File: config.mk
export PLATFORM = sky130hd
export DESIGN_NAME = uart_rx_framer
export DESIGN_NICKNAME = d
export VERILOG_FILES = /design/src/rtl/uart_rx_framer.sv
export SDC_FILE = /design/constraint.sdc
export NUM_CORES = 1
export LEC_CHECK = 0
export CAP_MARGIN = 10
export CORE_UTILIZATION = 50
export DETAILED_ROUTE_END_ITERATION = 12
export GPL_ROUTABILITY_DRIVEN = 0
export PLACE_DENSITY = 0.76
export RECOVER_POWER = 50
export SETUP_SLACK_MARGIN = 0.2
export SYNTH_ARGS = -nofsm -noshare
export SYNTH_HDL_FRONTEND = slang
export SYNTH_SLANG_ARGS = --single-unit
File: constraint.sdc
create_clock -name Clk -period 2.2 [get_ports Clk]
set_input_delay 0.66 -clock Clk [delete_from_list [all_inputs] [get_ports Clk]]
set_output_delay 0.66 -clock Clk [all_outputs]
set_load 0.1 [all_outputs]
File: src/rtl/uart_rx_framer.sv
// uart_rx_framer: UART receiver and frame assembler.
// The receiver runs from a runtime baud divisor with 16x oversampling. Each
// data and stop bit is decided by a 3-sample majority vote. A start edge that
// is not low at mid-bit is rejected. A framing error, or a long idle gap, drops
// the partial frame. The assembled frame is handed over through a valid/ack
// handshake.
// Optional feature macro: UART_RX_PARITY_EN. When it is defined, the receiver
// expects one even-parity bit between the data bits and the stop bit.
module uart_rx_framer #(
    parameter int DIV_W       = 16,
    parameter int FRAME_BYTES = 13,
    parameter int IDLE_BITS   = 20
) (
    input  logic                               Clk,
    input  logic                               Rst,
    input  logic [DIV_W-1:0]                   BaudDiv,
    input  logic                               Rxd,
    output logic                               FrameValid,
    input  logic                               FrameAck,
    output logic [8*FRAME_BYTES-1:0]           FrameData,
    output logic [$clog2(FRAME_BYTES+1)-1:0]   ByteCnt,
    output logic                               FrameErr,
    output logic                               Overrun
);

    localparam int CNT_W      = $clog2(FRAME_BYTES + 1);
    localparam int BUF_W      = 8 * FRAME_BYTES;
    localparam int IDLE_LIMIT = IDLE_BITS * 16;
    localparam int IDLE_W     = $clog2(IDLE_LIMIT + 1);

    localparam logic [CNT_W-1:0]  LAST_BYTE = CNT_W'(FRAME_BYTES - 1);
    localparam logic [IDLE_W-1:0] IDLE_LAST = IDLE_W'(IDLE_LIMIT - 1);

`ifdef UART_RX_PARITY_EN
    typedef enum logic [2:0] {IDLE, START, DATA, PARITY, STOP} rxState_t;
`else
    typedef enum logic [2:0] {IDLE, START, DATA, STOP} rxState_t;
`endif

    rxState_t stateReg, stateNext;

    // Synchroniser and edge-detect history; all three sit at 1 (line idle) after reset.
    logic rxdMetaReg, rxdSyncReg, rxdPrevReg;

    // Baud timing.
    logic [DIV_W-1:0] tickCntReg;
    logic [DIV_W-1:0] divReg;
    logic [3:0]       osCntReg;
    logic             tick;

    // Bit sampling and byte shift.
    logic       sampAReg, sampBReg;
    logic       sampleMaj;
    logic [2:0] bitIdxReg;
    logic [7:0] shiftReg;

    // Frame assembly and outputs.
    logic [BUF_W-1:0] asmBufReg;
    logic [BUF_W-1:0] asmBufNext;
    logic [BUF_W-1:0] frameDataReg;
    logic [CNT_W-1:0] byteCntReg;
    logic             frameValidReg, frameErrReg, overrunReg;

    // Idle-gap watchdog.
    logic [DIV_W-1:0]  idleDivCntReg;
    logic [IDLE_W-1:0] idleTickCntReg;
    logic              idleArmed, idleTick, idleExpire;

    // Decoded events.
    logic startEdge, atMidVote, atBitEnd, stopOk, stopGood, stopBad;
    logic frameDone, validBusy;

    assign startEdge = rxdPrevReg & ~rxdSyncReg;
    assign tick      = (stateReg != IDLE) && (tickCntReg == divReg);
    assign atMidVote = tick && (osCntReg == 4'd9);
    assign atBitEnd  = tick && (osCntReg == 4'd15);
    assign sampleMaj = (sampAReg & sampBReg) | (sampAReg & rxdSyncReg) | (sampBReg & rxdSyncReg);

`ifdef UART_RX_PARITY_EN
    logic parityOkReg;
    assign stopOk = sampleMaj & parityOkReg;
`else
    assign stopOk = sampleMaj;
`endif

    assign stopGood  = (stateReg == STOP) && atMidVote && stopOk;
    assign stopBad   = (stateReg == STOP) && atMidVote && !stopOk;
    assign frameDone = stopGood && (byteCntReg == LAST_BYTE);
    // An acknowledge in the same cycle frees the holding register for a new frame.
    assign validBusy = frameValidReg && !FrameAck;

    // The new byte goes into the low end of the buffer, so the oldest byte ends up in the MSBs.
    generate
        if (FRAME_BYTES > 1) begin : gen_multi
            assign asmBufNext = {asmBufReg[BUF_W-9:0], shiftReg};
        end else begin : gen_single
            assign asmBufNext = shiftReg;
        end
    endgenerate

    assign idleArmed  = (stateReg == IDLE) && rxdSyncReg && (byteCntReg != '0);
    assign idleTick   = idleArmed && (idleDivCntReg == divReg);
    assign idleExpire = idleTick && (idleTickCntReg == IDLE_LAST);

    // FSM state register.
    always_ff @(posedge Clk) begin
        if (Rst) begin
            stateReg <= IDLE;
        end else begin
            stateReg <= stateNext;
        end
    end

    // FSM next-state logic.
    always_comb begin
        stateNext = stateReg;
        case (stateReg)
            IDLE: begin
                if (startEdge) begin
                    stateNext = START;
                end
            end
            START: begin
                // A line that is high again at mid start bit was a glitch: drop it silently.
                if (tick && (osCntReg == 4'd7) && rxdSyncReg) begin
                    stateNext = IDLE;
                end else if (atBitEnd) begin
                    stateNext = DATA;
                end
            end
            DATA: begin
                if (atBitEnd && (bitIdxReg == 3'd7)) begin
`ifdef UART_RX_PARITY_EN
                    stateNext = PARITY;
`else
                    stateNext = STOP;
`endif
                end
            end
`ifdef UART_RX_PARITY_EN
            PARITY: begin
                if (atBitEnd) begin
                    stateNext = STOP;
                end
            end
`endif
            STOP: begin
                // Leave at the vote so the next start edge can be caught immediately.
                // After a bad stop the line may still be low. IDLE only reacts to a 1->0
                // edge, so it waits for the line to go high first.
                if (atMidVote) begin
                    stateNext = IDLE;
                end
            end
            default: stateNext = IDLE;
        endcase
    end

    // Two-flop synchroniser for the asynchronous pin, plus one history flop for edge detection.
    always_ff @(posedge Clk) begin
        if (Rst) begin
            rxdMetaReg <= 1'b1;
            rxdSyncReg <= 1'b1;
            rxdPrevReg <= 1'b1;
        end else begin
            rxdMetaReg <= Rxd;
            rxdSyncReg <= rxdMetaReg;
            rxdPrevReg <= rxdSyncReg;
        end
    end

    // Oversample tick generator. It is parked at 0 while idle, and a new divisor is taken only at a wrap.
    always_ff @(posedge Clk) begin
        if (Rst) begin
            tickCntReg <= '0;
            divReg     <= '0;
        end else begin
            if (stateReg == IDLE || tick) begin
                tickCntReg <= '0;
                divReg     <= BaudDiv;
            end else begin
                tickCntReg <= tickCntReg + 1'b1;
            end
        end
    end

    // Oversample position within the current bit. The first two vote samples are captured here.
    always_ff @(posedge Clk) begin
        if (Rst) begin
            osCntReg <= '0;
            sampAReg <= 1'b1;
            sampBReg <= 1'b1;
        end else begin
            if (stateReg == IDLE) begin
                osCntReg <= '0;
            end else if (tick) begin
                osCntReg <= osCntReg + 1'b1;
                if (osCntReg == 4'd7) begin
                    sampAReg <= rxdSyncReg;
                end
                if (osCntReg == 4'd8) begin
                    sampBReg <= rxdSyncReg;
                end
            end
        end
    end

    // Data bit shifting, LSB first, and bit index tracking.
    always_ff @(posedge Clk) begin
        if (Rst) begin
            shiftReg  <= '0;
            bitIdxReg <= '0;
        end else begin
            if (stateReg == IDLE) begin
                bitIdxReg <= '0;
            end else if (stateReg == DATA) begin
                if (atMidVote) begin
                    shiftReg <= {sampleMaj, shiftReg[7:1]};
                end
                if (atBitEnd) begin
                    bitIdxReg <= bitIdxReg + 1'b1;
                end
            end
        end
    end

`ifdef UART_RX_PARITY_EN
    // Even parity check: the voted parity bit must equal the XOR of the data bits.
    always_ff @(posedge Clk) begin
        if (Rst) begin
            parityOkReg <= 1'b0;
        end else if ((stateReg == PARITY) && atMidVote) begin
            parityOkReg <= (sampleMaj == ^shiftReg);
        end
    end
`endif

    // Frame assembly, holding register, handshake, overrun and error pulse.
    always_ff @(posedge Clk) begin
        if (Rst) begin
            asmBufReg     <= '0;
            frameDataReg  <= '0;
            byteCntReg    <= '0;
            frameValidReg <= 1'b0;
            frameErrReg   <= 1'b0;
            overrunReg    <= 1'b0;
        end else begin
            frameErrReg <= stopBad;

            if (FrameAck && frameValidReg) begin
                frameValidReg <= 1'b0;
                overrunReg    <= 1'b0;
            end

            if (stopGood) begin
                asmBufReg <= asmBufNext;
                if (frameDone) begin
                    byteCntReg <= '0;
                    if (validBusy) begin
                        overrunReg <= 1'b1;
                    end else begin
                        frameDataReg  <= asmBufNext;
                        frameValidReg <= 1'b1;
                    end
                end else begin
                    byteCntReg <= byteCntReg + 1'b1;
                end
            end else if (stopBad || idleExpire) begin
                byteCntReg <= '0;
            end
        end
    end

    // Idle-gap watchdog. It counts oversample periods of continuous high line while a partial frame is held.
    always_ff @(posedge Clk) begin
        if (Rst) begin
            idleDivCntReg  <= '0;
            idleTickCntReg <= '0;
        end else begin
            if (!idleArmed) begin
                idleDivCntReg  <= '0;
                idleTickCntReg <= '0;
            end else if (idleTick) begin
                idleDivCntReg <= '0;
                if (idleExpire) begin
                    idleTickCntReg <= '0;
                end else begin
                    idleTickCntReg <= idleTickCntReg + 1'b1;
                end
            end else begin
                idleDivCntReg <= idleDivCntReg + 1'b1;
            end
        end
    end

    assign FrameValid = frameValidReg;
    assign FrameData  = frameDataReg;
    assign ByteCnt    = byteCntReg;
    assign FrameErr   = frameErrReg;
    assign Overrun    = overrunReg;

endmodule

==> metrics.cfg, run 1 <==
[outcome]
status=finished with violations
violations=setup timing

[synth]
yosys-top-cells-area=dfxtp_1, nand2_1, a21oi_1
yosysTopAreaCell=dfxtp_1
synth_compound_area_frac=0.1135
muxShareOfSynthArea=0.02399
ys_async_sr_fraction=0
ys_seq_elements=286
synth_top_family_by_area=simple AND/OR/NAND/NOR gates
yosys.area_share.simple=0.2259
syn_area_um2=10850
ys.warnings.count=0
synthFlopType=dfxtp_1
syn_area_per_cell_um2=8.264
synth_xor_area_frac=0.05247
synth_nets=1343
synth_top_area_share=0.5277
synth_edf_count=0
ys_top_cells_by_count=nand2_1, dfxtp_1, a21oi_1, nor2_1, clkbuf_1
synth_cell_types=50
synth_adder_area_share=0.01245
synth_cells=1313
yosysMostFrequentCell=nand2_1
ys_seq_area_frac=0.5277

[sta]
finalSetupViolations=63
relSlewSlack=0.5168
fmax_mhz=445.1
hold_ws_ns=0.4212
tightest_slew_ns=0.7248
hold_viol_final=0
rsz0062_at_grt=yes
period_minus_slack_ns=2.247
drv_slew=0
period_share=1.021
skew_ns=0.02690
finalWorstSetupSlack_ns=-0.04685

[setup_path]
crit_path_end_kind=flip-flop
slowest_delay_ns=0.32
cp_max_fo=13
worstSetupPathDepth=11
path_cells=xor2_1 -> nor4_1 -> buf_4 -> nand4_1 -> buf_4 -> buf_12 -> nor3_4 -> buf_12 -> clkbuf_16 -> nand2_1 -> a21oi_1
criticalPathCategory=flip-flop to flip-flop
startpoint=divReg[3]
reg2regPathDepth=11
required_ns=2.66
crit_path_start_kind=flip-flop
cp_top_family=buffers and inverters
worstReg2RegStart=divReg[3]
critPathBufInv=5
cp_slowest_cell=dfxtp_2
cp.arrival_ns=2.71
regToRegSetupSlack_ns=-0.05

[drt]
initialDrtViolationCount=629
wl_per_cell_um=15.23
via_per_inst=5.300
post-route-drc-count=0
route.vias.total=9376
wl_um=26950
drtPass1Iterations=5
antenna_left=0

[cts]
cts_hold_repair.buffers=0
clkTransAtPathRegs_ns=0.06
clock-sinks=286
cts-buffers-inserted=29
h-tree-depth=1
cts_tree=done
clockBufferDepth=3
cts-root-buf=clkbuf_16
clkLatencyLatePin_ns=0.56

[placement]
dp_hpwl_um=16660
dp_cells=1696
port_buffers=130
dpl_cell_area_um2=12870

[final_layout]
stdcell_count=1769
design_area_um2=14540
drive_above_1_share=0.2343
area_delta_synth_final_pct=33.96
final_nets=1504
multi_input_area_um2=5059
regArea_um2=5751
fillers=1565
diodes=0

[die]
core-area_um2=21150
num_rows=53
fp.dieW_um=149.3
start_util=0.5129
dieArea_um2=22290
io_pins=131
dieHeight_um=149.3

[power]
p_leak_nw=5.432
peakVddDrop_v=0.0006588
powerDensity_nw_per_um2=699.8

[global_routing]
track_usage=0.2301
antenna_found_initial=0
overflow=0
grt_pass1_wl_um=42010
grt_max_degree=166
grt_pass1_vias=8759

[run]
maxCapViolations=0

[min_path]
min_path_type=flip-flop to flip-flop
hp-start=rxdMetaReg
worstHoldPathCells=1

[per-stage QoR]
step / util / power [mW] / worst slack, ns / TNS, ns
after CTS: 0.6697 / 10.23 / -0.02267 / -0.1362
after floorplan: - / 5.476 / -0.06178 / -0.1827
after global routing: 0.6871 / 10.48 / -0.1292 / -10.95
after global placement: 0.6082 / 5.576 / -0.09669 / -6.621
after detailed placement: 0.6082 / 5.580 / -0.1262 / -9.965
final: 0.6871 / 10.17 / -0.04685 / -0.8014
[worst register-to-register path, delay by kind of cell (launching register included)]
family / cells / cell delay [ns]
flops: 1 / 0.32
buf+inv: 5 / 0.86
compound gates: 1 / 0.17
xor+xnor: 1 / 0.15
simple gates: 4 / 0.67
[path summary, 6_finish.rpt]
kind | to
worst max-delay path | FrameData[27]
worst min-delay path | rxdSyncReg
worst max register to register | FrameData[27]
worst min register to register | rxdSyncReg
[state kept, by name, indices dropped and copies added, names as in the netlist]
signal          count
ByteCnt             4
FrameData         104
FrameErr            1
FrameValid          1
Overrun             1
asmBufReg          96
bitIdxReg           3
divReg             16
idleDivCntReg      16
idleTickCntReg      9
osCntReg            4
rxdMetaReg          1
rxdPrevReg          1
rxdSyncReg          1
sampAReg            1
sampBReg            1
shiftReg            8
stateReg            2
tickCntReg         16
[layout make-up]
cell class / instances / area share
Inverter: 14 / 0.004132
Clock buffer: 43 / 0.05699
Timing Repair Buffer: 212 / 0.1660
Multi-Input combinational cell: 931 / 0.3480
Clock inverter: 8 / 0.005509
Sequential cell: 286 / 0.3956
Tap cell: 275 / 0.02367
[timing repair]
item | CTS | global route
gates resized for setup | 67 | 51
endpoints found under the setup margin | 235 | 279
pin swaps | 21 | 12
setup buffers | 10 | 1
hold endpoints to repair | 0 | 0
cloned | 5 | 6
[cell usage in the layout, fill, tap and decap left out, types with 5 or more instances in the layout]
master	Yosys	layout
clkinv_2	0	6
a21oi_1	209	178
xnor2_1	22	22
buf_12	0	39
clkbuf_8	0	5
mux2i_1	26	26
dfxtp_1	286	274
ha_1	10	9
nor2_1	85	83
xor2_1	43	43
nand3_1	20	19
inv_1	14	11
dfxtp_2	0	8
o21ai_0	10	9
clkbuf_16	0	35
buf_4	7	132
buf_16	0	6
clkbuf_1	49	9
nand2_4	0	13
buf_6	9	5
clkdlybuf4s50_1	0	18
and3_1	9	9
nor3_1	7	7
buf_8	0	6
nand2_1	425	382
nand2_2	0	30
nor4_1	10	7
a21oi_2	0	31
[routing by layer]
metal | vias to the layer above | part of all wire | track usage | wire, um
li1 | 4622 | - | - | -
met1 | 4425 | 0.43 | 0.2939 | 11540
met2 | 266 | 0.49 | 0.3988 | 13300
met3 | 63 | 0.053 | 0.03425 | 1425
met4 | 0 | 0.025 | 0.07041 | 681
met5 | - | 0 | 0 | 0
[kinds of logic (layout without fill, tap and decap cells)]
kind of cell	after synthesis	in the layout
AOI/OAI and AO/OA	235	235
xor gates and xnor gates	65	65
adders and majority gates	11	11
buffers and inverters	97	277
DFF	286	286
muxes	26	26
and+or+nand+nor	593	594
[where the power goes]
group,leakage (nW),switching (mW),internal (mW)
clock,0.451,1.97,2.72
sequential,2.31,0.0240,5.20
combinational,2.67,0.150,0.109
Power figures use the tool's default switching activity.
==> run 2: changes to the inputs <==
REMOVE_ABC_BUFFERS = 1   (was default)
SKIP_LAST_GASP = 1   (was default)
==> run 2 against run 1 <==
The run now ends clean. Critical path depth down 1. Sequential cell count unchanged. Via count up 1.3%. Routed wire length up 3.6%. Core utilization up 0.16 points. Combinational power up 4%. Critical endpoint is now FrameData[34]. Largest power group unchanged. Register-to-register slack better by 0.05 ns. Clock power up 11%. Sequential share of layout area down 0.21 points.
==> metrics.cfg, run 2 (same netlist as run 1, synthesis figures left out) <==
[outcome]
status=finished clean

[die]
fp.dieW_um=149.3
io_pins=131
core-area_um2=21150
start_util=0.5129
dieArea_um2=22290
num_rows=53
dieHeight_um=149.3

[placement]
dp_hpwl_um=16220
dpl_cell_area_um2=12700
port_buffers=130

[sta]
tightest_slew_ns=0.6337
fmax_mhz=455.0
rsz0062_at_grt=yes
hold_viol_final=0
period_minus_slack_ns=2.198
drv_slew=0
skew_ns=0.01579
hold_ws_ns=0.4065
relSlewSlack=0.5765
tns_ns=0
period_share=0.9990
finalSetupViolations=0

[power]
p_leak_nw=5.433
peakVddDrop_v=0.0005247
powerDensity_nw_per_um2=734.9
fin_total_pwr_mw=10.71

[global_routing]
grt_max_degree=93
grt_pass1_vias=8776
grt_pass1_wl_um=43050
track_usage=0.2381
overflow=0
antenna_found_initial=0

[drt]
antenna_left=0
wl_met2_um=13650
post-route-drc-count=0
route.vias.total=9495
wl_per_cell_um=15.50
wl_met1_um=11650
dr_wl_met3_um=1929
initialDrtViolationCount=653
highest_layer=met4
via_per_inst=5.272
drtPass1Iterations=5
wl_um=27920

[setup_path]
critPathBufInv=4
cp_max_fo=7
path_cells=xor2_1 -> nor4_2 -> nand4_1 -> buf_6 -> nor3_4 -> buf_6 -> buf_6 -> clkbuf_16 -> nand2_1 -> a21oi_1
cp_top_family=simple AND/OR/NAND/NOR gates
slowest_delay_ns=0.33
crit_path_end_kind=flip-flop
cp_slowest_cell=dfxtp_2
crit_top_cell=buf_6
crit_path_start_kind=flip-flop
criticalPathCategory=flip-flop to flip-flop
cp.arrival_ns=2.68
worstSetupPathDepth=10
required_ns=2.68
reg2regPathDepth=10

[final_layout]
fillers=1577
design_area_um2=14570
multi_input_area_um2=4900
drive_above_1_share=0.2189
post-route-util=0.6887
largest_reg_flops=104
diodes=0
area_delta_synth_final_pct=34.27
mostFrequentLayoutCells=nand2_1, dfxtp_1, a21oi_1
layout_commonest_cell=nand2_1
final_nets=1533
regArea_um2=5733

[min_path]
worstHoldPathCells=1
min_path_type=flip-flop to flip-flop

[run]
maxCapViolations=0

[cts]
cts_tree=done
cts-buffers-inserted=29
clkTransAtPathRegs_ns=0.06
clkLatencyLatePin_ns=0.55
clock-sinks=286
cts-root-buf=clkbuf_16
h-tree-depth=1
clockBufferDepth=3

-- run 2: layout make-up --
cell class                      instances  area share
Sequential cell                       286      0.3935
Clock inverter                         11     0.01168
Multi-Input combinational cell        930      0.3363
Clock buffer                           43     0.05891
Tap cell                              275     0.02362
Inverter                               14    0.003607
Timing Repair Buffer                  242      0.1724
-- run 2: routing by layer --
metal	global-route usage	vias to the layer above
li1	-	4674
met1	0.3133	4445
met2	0.4019	326
met3	0.03578	50
met4	0.07194	0
met5	0	-
-- run 2: timing repair --
item                       in CTS  in global routing
resized for setup              36                 39
setup endpoints to repair     259                261
pin swaps                      18                 26
setup buffers                   8                 12
hold buffers                    0                  0
cloned                          9                  5
-- run 2: path summary, 6_finish.rpt --
check	from	end	slack, ns
worst min register to register	rxdMetaReg	rxdSyncReg	0.41
worst max-delay path	divReg[3]	FrameData[34]	0.002
worst max register to register	divReg[3]	FrameData[34]	0.002
worst min-delay path	rxdMetaReg	rxdSyncReg	0.41
-- run 2: where the power goes --
part | switching [mW] | internal [mW]
Clock | 2.04 | 3.17
Combinational | 0.152 | 0.119
Sequential | 0.0235 | 5.20
-- run 2: through the flow --
step | std cells | setup WS, ns
finish | 1801 | 0.002220
global route | 1801 | -0.08752
CTS | 1784 | 0.03713
detailed placement | 1713 | -0.1541
global placement | 1713 | -0.1126
floorplan | 1230 | -2.741
